<file path="config.mk">
export PLATFORM = sky130hd
export DESIGN_NAME = mem_ctrl_param
export DESIGN_NICKNAME = d
export VERILOG_FILES = /design/src/rtl/mem_ctrl_pkg.sv /design/src/rtl/mem_array.sv /design/src/rtl/mem_ctrl_param.sv
export SDC_FILE = /design/constraint.sdc
export NUM_CORES = 1
export LEC_CHECK = 0
export ABC_AREA = 0
export CORE_UTILIZATION = 45
export DETAILED_ROUTE_END_ITERATION = 16
export RECOVER_POWER = 50
export SYNTH_ARGS = -nofsm -noshare
export SYNTH_HDL_FRONTEND = slang
export SYNTH_SLANG_ARGS = --single-unit
</file>
<file path="constraint.sdc">
create_clock -name clk -period 2 [get_ports clk]
set_input_delay 0.4 -clock clk [delete_from_list [all_inputs] [get_ports clk]]
set_output_delay 0.4 -clock clk [all_outputs]
set_load 0.005 [all_outputs]
</file>
<file path="src/rtl/mem_ctrl_pkg.sv">
// Shared definitions for the parametrised memory controller.
// Latency: n/a (constants and types only).
// Backpressure: n/a.
package mem_ctrl_pkg;

  // Controller states; encoding is fixed so state values are stable across builds
  typedef enum logic [1:0] {
    ST_IDLE  = 2'd0,
    ST_WRITE = 2'd1,
    ST_READ  = 2'd2,
    ST_RESP  = 2'd3
  } state_t;

  // Request opcode values carried on req_op
  localparam logic OP_READ  = 1'b0;
  localparam logic OP_WRITE = 1'b1;

endpackage

</file>
<file path="src/rtl/mem_array.sv">
// DATA_W x DEPTH register file with one shared address for read and write.
// Latency: write commits at the clock edge; read data is combinational from addr.
// Backpressure: none; the controller decides when to write and when to sample.
module mem_array #(
  parameter int DATA_W = 8,
  parameter int DEPTH  = 8,
  parameter int ADDR_W = $clog2(DEPTH)
) (
  input  logic              clk,
  input  logic              rst,
  input  logic              we,
  input  logic [ADDR_W-1:0] addr,
  input  logic [DATA_W-1:0] wdata,
  output logic [DATA_W-1:0] rdata
);

  logic [DATA_W-1:0] mem [DEPTH];

  // Storage update: reset clears every word and overrides any pending write
  always_ff @(posedge clk) begin
    for (int i = 0; i < DEPTH; i++) begin
      if (rst) begin
        mem[i] <= '0;
      end else if (we && (addr == ADDR_W'(i))) begin
        mem[i] <= wdata;
      end
    end
  end

  // Read mux; addresses past the last word read as zero rather than indexing out of range
  always_comb begin
    rdata = '0;
    for (int i = 0; i < DEPTH; i++) begin
      if (addr == ADDR_W'(i)) begin
        rdata = mem[i];
      end
    end
  end

endmodule

</file>
<file path="src/rtl/mem_ctrl_param.sv">
// Single-port memory behind a valid/ready request channel with one response per request.
// Latency: accept edge N -> WRITE/READ for one cycle -> response held valid from the next edge.
// Backpressure: response held stable until rsp_ready; no new request accepted until back in IDLE.
module mem_ctrl_param
  import mem_ctrl_pkg::*;
#(
  parameter int   DATA_W = 8,
  parameter int   DEPTH  = 8,
  localparam int  ADDR_W = $clog2(DEPTH)
) (
  input  logic              clk,
  input  logic              rst,
  input  logic              req_valid,
  output logic              req_ready,
  input  logic              req_op,
  input  logic [ADDR_W-1:0] req_addr,
  input  logic [DATA_W-1:0] req_wdata,
  output logic              rsp_valid,
  input  logic              rsp_ready,
  output logic [DATA_W-1:0] rsp_rdata,
  output logic              rsp_err,
  output logic              busy
);

  // DEPTH widened by one bit so that DEPTH == 2**ADDR_W still compares correctly
  localparam logic [ADDR_W:0] DEPTH_V = (ADDR_W + 1)'(DEPTH);

  state_t            state_q;
  state_t            state_d;
  logic [ADDR_W-1:0] addr_q;
  logic [DATA_W-1:0] wdata_q;
  logic [DATA_W-1:0] rdata_q;
  logic              err_q;
  logic              in_range;
  logic              mem_we;
  logic [DATA_W-1:0] mem_rdata;

  // Range check on the captured address only, so req_* changes after accept are ignored
  assign in_range = ({1'b0, addr_q} < DEPTH_V);
  assign mem_we   = (state_q == ST_WRITE) && in_range;

  mem_array #(
    .DATA_W (DATA_W),
    .DEPTH  (DEPTH),
    .ADDR_W (ADDR_W)
  ) u_mem (
    .clk   (clk),
    .rst   (rst),
    .we    (mem_we),
    .addr  (addr_q),
    .wdata (wdata_q),
    .rdata (mem_rdata)
  );

  // State register; reset drops any request in flight without a response
  always_ff @(posedge clk) begin
    if (rst) begin
      state_q <= ST_IDLE;
    end else begin
      state_q <= state_d;
    end
  end

  // Next-state and handshake outputs, all decoded from state alone
  always_comb begin
    state_d   = state_q;
    req_ready = 1'b0;
    rsp_valid = 1'b0;
    busy      = 1'b1;
    case (state_q)
      ST_IDLE: begin
        req_ready = 1'b1;
        busy      = 1'b0;
        if (req_valid) begin
          state_d = (req_op == OP_WRITE) ? ST_WRITE : ST_READ;
        end
      end
      ST_WRITE: state_d = ST_RESP;
      ST_READ:  state_d = ST_RESP;
      ST_RESP: begin
        rsp_valid = 1'b1;
        if (rsp_ready) begin
          state_d = ST_IDLE;
        end
      end
      default: state_d = ST_IDLE;
    endcase
  end

  // Request capture on acceptance in IDLE
  always_ff @(posedge clk) begin
    if (rst) begin
      addr_q  <= '0;
      wdata_q <= '0;
    end else if ((state_q == ST_IDLE) && req_valid) begin
      addr_q  <= req_addr;
      wdata_q <= req_wdata;
    end
  end

  // Response registers loaded in WRITE/READ and held through RESP
  always_ff @(posedge clk) begin
    if (rst) begin
      rdata_q <= '0;
      err_q   <= 1'b0;
    end else begin
      case (state_q)
        ST_WRITE: begin
          rdata_q <= '0;
          err_q   <= !in_range;
        end
        ST_READ: begin
          rdata_q <= in_range ? mem_rdata : '0;
          err_q   <= !in_range;
        end
        default: begin
          rdata_q <= rdata_q;
          err_q   <= err_q;
        end
      endcase
    end
  end

  assign rsp_rdata = rdata_q;
  assign rsp_err   = err_q;

endmodule

</file>
==> summary.md <==
| Metric | Value |
|---|---|
| Global-route wire length before repair | `13,510 um` |
| Placed Instances | `460` |
| Via count | `between 2,000 and 3,000` |
| Number of synthesized flops with an enable pin | `64` |
| Clk_lat worst skew | `0.34 ns` |
| Final hold vios | `0` |
| Clock Skew | `just under 0.009 ns` |
| Pleak | `roughly 0.0017 uW` |
| P per Cell Area | `slightly above 1000 nW/um^2` |
| Sink Count | `85` |
| Synth Flop Type | `edfxtp_1` |
| Cell variety after synth | `between 40 and 50` |
| Fin crit share | `95.04%` |
| Diode count | `0` |
| Remaining DRCs | `0` |
| Post-synthesis sequential area ratio | `59.47%` |
| CP cell instances | `inv_1 > ha_4 > clkdlybuf4s50_1` |
| Final WL | `8582 um` |
| Slowest CP cell | `clkdlybuf4s50_1` |
| Worst-margin pin slew | `0.7377 ns` |
| Share of cells above drive strength 1 | `13.48%` |
| Clock Pin Slew Worst Setup and Hold Paths | `0.08 ns` |
| Die ar. | `9131 sq um` |
| Max Cap Viol | `0` |
| Antenna violation net count after detailed routing | `0` |
| H-tree lvl count | `3` |
| Routability cong. | `0.8805` |
| DR WL/cell | `18.03 um` |
| Setup Crit Path Kind | `reg -> out` |
| Number of synthesized register bits | `85` |
| Post-Syn Area | `3939 sq um` |
| Slew Viols, Final | `0` |
| PortBufs | `26` |
| Total global-route track usage | `20.80%` |
| CP startpoint kind | `flip-flop` |
| Drt first-iter violations | `178` |
| Total grt overflow | `0` |
| Post-route minimum period | `approximately 1.9 ns` |
| Via/cell ratio | `5.254` |
| Vias in the first global route | `2,471` |
| Initial antenna violation count | `0` |
| Peak supply drop | `0.5543 mV` |
| Syn_area_per_cell | `12.01 sq um` |
| Initial core utilization | `47.22%` |
| Cts bufs inserted | `9` |
| CTS Buffer Depth | `2` |
| Non-Filler Instances | `476` |
| Worst Path Max Fanout | `7` |
| Largest net degree at the start of global routing | `15` |
| Fmax | `between 500 and 600 MHz` |
| Buffers plus inverters on the worst setup path | `2` |
| CTS hold repair buffers | `0` |
| Mapped Cells | `~330` |
| Die width | `95.56 um` |
| Syn nets | `348` |
| Clock root buffer master | `clkbuf_8` |
| Nets | `approximately 390` |
| RSZ-0062 raised after global routing | `no` |
| CP top delay family | `buffers and inverters` |
| Filler Cells Inserted | `746` |
| I/O Pins | `28` |
| FFs w/ async S/R, synth | `0%` |
| Ys Warns | `0` |
| Drt first pass iters | `4` |
| CTS tree | `yes` |
| Final setup viols | `0` |
| Worst Path Required | `about 1.6 ns` |
| Crit. End Element | `output pin` |
| Area grow syn2layout | `17.03%` |
| Worst endpoint data arrival time | `1.50 ns` |
| Setup TNS | `0 ns` |
| Crit path largest cell delay | `0.50 ns` |
| Core area | `8341 sq um` |
| Status | `finished clean` |
| Final HPWL DP | `6219 um` |
| Worst rel slew slack | `between 50% and 60%` |
| Chip Height | `95.56 um` |
| Row Count | `33` |
| Min-Delay Path Class | `reg -> reg` |
==> cell usage after synthesis (3+ instances only) <==
cell type	count	share of area [%]
ha_1	4	1.3
o21ai_1	10	1.3
buf_2	4	0.51
a21oi_1	20	2.5
inv_1	4	0.38
dfxtp_1	21	11
mux2_2	7	2.0
nand2_1	29	2.8
nor2b_1	7	1.1
mux2i_1	18	4.6
a22oi_1	6	1.1
o21bai_1	3	0.57
nor2_2	5	0.79
nand3_1	8	1.0
clkbuf_1	5	0.48
and2_1	66	10
edfxtp_1	64	49
nor2_1	6	0.57
a31o_2	3	0.67
buf_4	4	0.76
==> cell type report <==
class,instances,area [sq um],area share [%]
tap,105,131.4,2.850
clock inverter,1,30.03,0.6515
sequential,85,2344,50.84
inverter,5,18.77,0.4072
clock buffer,15,224.0,4.859
multi-input combinational,221,1476,32.03
timing repair buffer,44,385.4,8.360
==> cell families (layout without fill, tap and decap cells) <==
logic type | after synthesis | in the layout | share of synthesized area (%)
simple gates | 132 | 132 | 19.35
flops | 85 | 85 | 59.47
compound gates | 56 | 56 | 8.926
mux | 28 | 28 | 7.624
buf+inv | 22 | 65 | 3.272
fa+ha+maj | 4 | 4 | 1.271
other cells | 1 | 1 | 0.09521
==> path summary, 6_finish.rpt <==
| check | slack [ns] | start | cells past startpoint | endpoint |
|---|---|---|---|---|
| hold / removal | 0.50 | rsp_rdata[4] | 1 | rsp_rdata[4] |
| setup / recovery | 0.1 | state_q[0] | 3 | req_ready |
| hold reg to reg | 0.50 | rsp_rdata[4] | 1 | rsp_rdata[4] |
| setup reg to reg | 0.11 | addr_q[1] | 2 | u_mem.mem[1][30] |
==> cell usage in the layout (no fill, tap or decap), types with 2 or more instances in the layout <==
master,Yosys,routed
edfxtp_1,64,64
and2_1,66,62
nand2_1,29,29
a21oi_1,20,20
dfxtp_1,21,20
mux2i_1,18,18
clkdlybuf4s50_1,0,17
buf_4,4,15
clkbuf_8,0,10
nor2_1,6,8
nor2b_1,7,8
nand3_1,8,8
dlygate4sd3_1,0,8
mux2_2,7,7
o21ai_0,2,7
a22oi_1,6,6
o21ai_1,10,5
inv_1,4,4
and2_0,0,4
a31o_1,0,3
nor2_2,5,3
ha_1,4,3
clkbuf_16,0,3
clkbuf_1,5,3
a21o_1,2,2
o21bai_1,3,2
nand2b_1,2,2
a211oi_1,2,2
and3b_1,2,2
mux2_4,2,2
o221ai_1,2,2
o211ai_1,2,2
nand4b_1,2,2
a32o_1,2,2
==> report_power, final <==
part / internal, uW / switching (uW)
sequential: 2060 / 174
combinational: 481 / 615
clock: 855 / 578
total: 3400 / 1370
==> metal layers <==
| layer | vias to the layer above | share of wire, % | GRT usage (%) | routed length (um) |
|---|---|---|---|---|
| met5 | - | 0 | 0 | 0 |
| met4 | 0 | 0.75 | 5.721 | 64 |
| met3 | 6 | 3.7 | 4.466 | 318 |
| met2 | 52 | 45 | 30.83 | 3871 |
| met1 | 1205 | 50 | 30.71 | 4327 |
| li1 | 1238 | - | - | - |
==> metrics by stage <==
step	area, sq um	setup slack [ns]	hold slack [ns]	util (%)	power [uW]
floorplan	3939	0.3796	0.4647	-	2910
global placement	4355	0.07115	0.4746	52.22	3361
detailed placement	4355	0.01543	0.4750	52.22	3383
CTS	4624	0.01489	0.4937	55.45	4836
global route	4609	0.007710	0.5211	55.27	5018
finish	4609	0.09920	0.4958	55.27	4766
==> sequential cells by signal (all words and copies together) (netlist names) <==
| register | count |
|---|---|
| u_mem.mem | 64 |
| rsp_rdata | 8 |
| wdata_q | 8 |
| addr_q | 3 |
| state_q | 2 |
==> timing repair <==
action,CTS,global route
setup endpoints to repair,2,2
buffers inserted,0,0
resized for setup,4,2
pin swaps,0,0
Power figures use the tool's default switching activity.
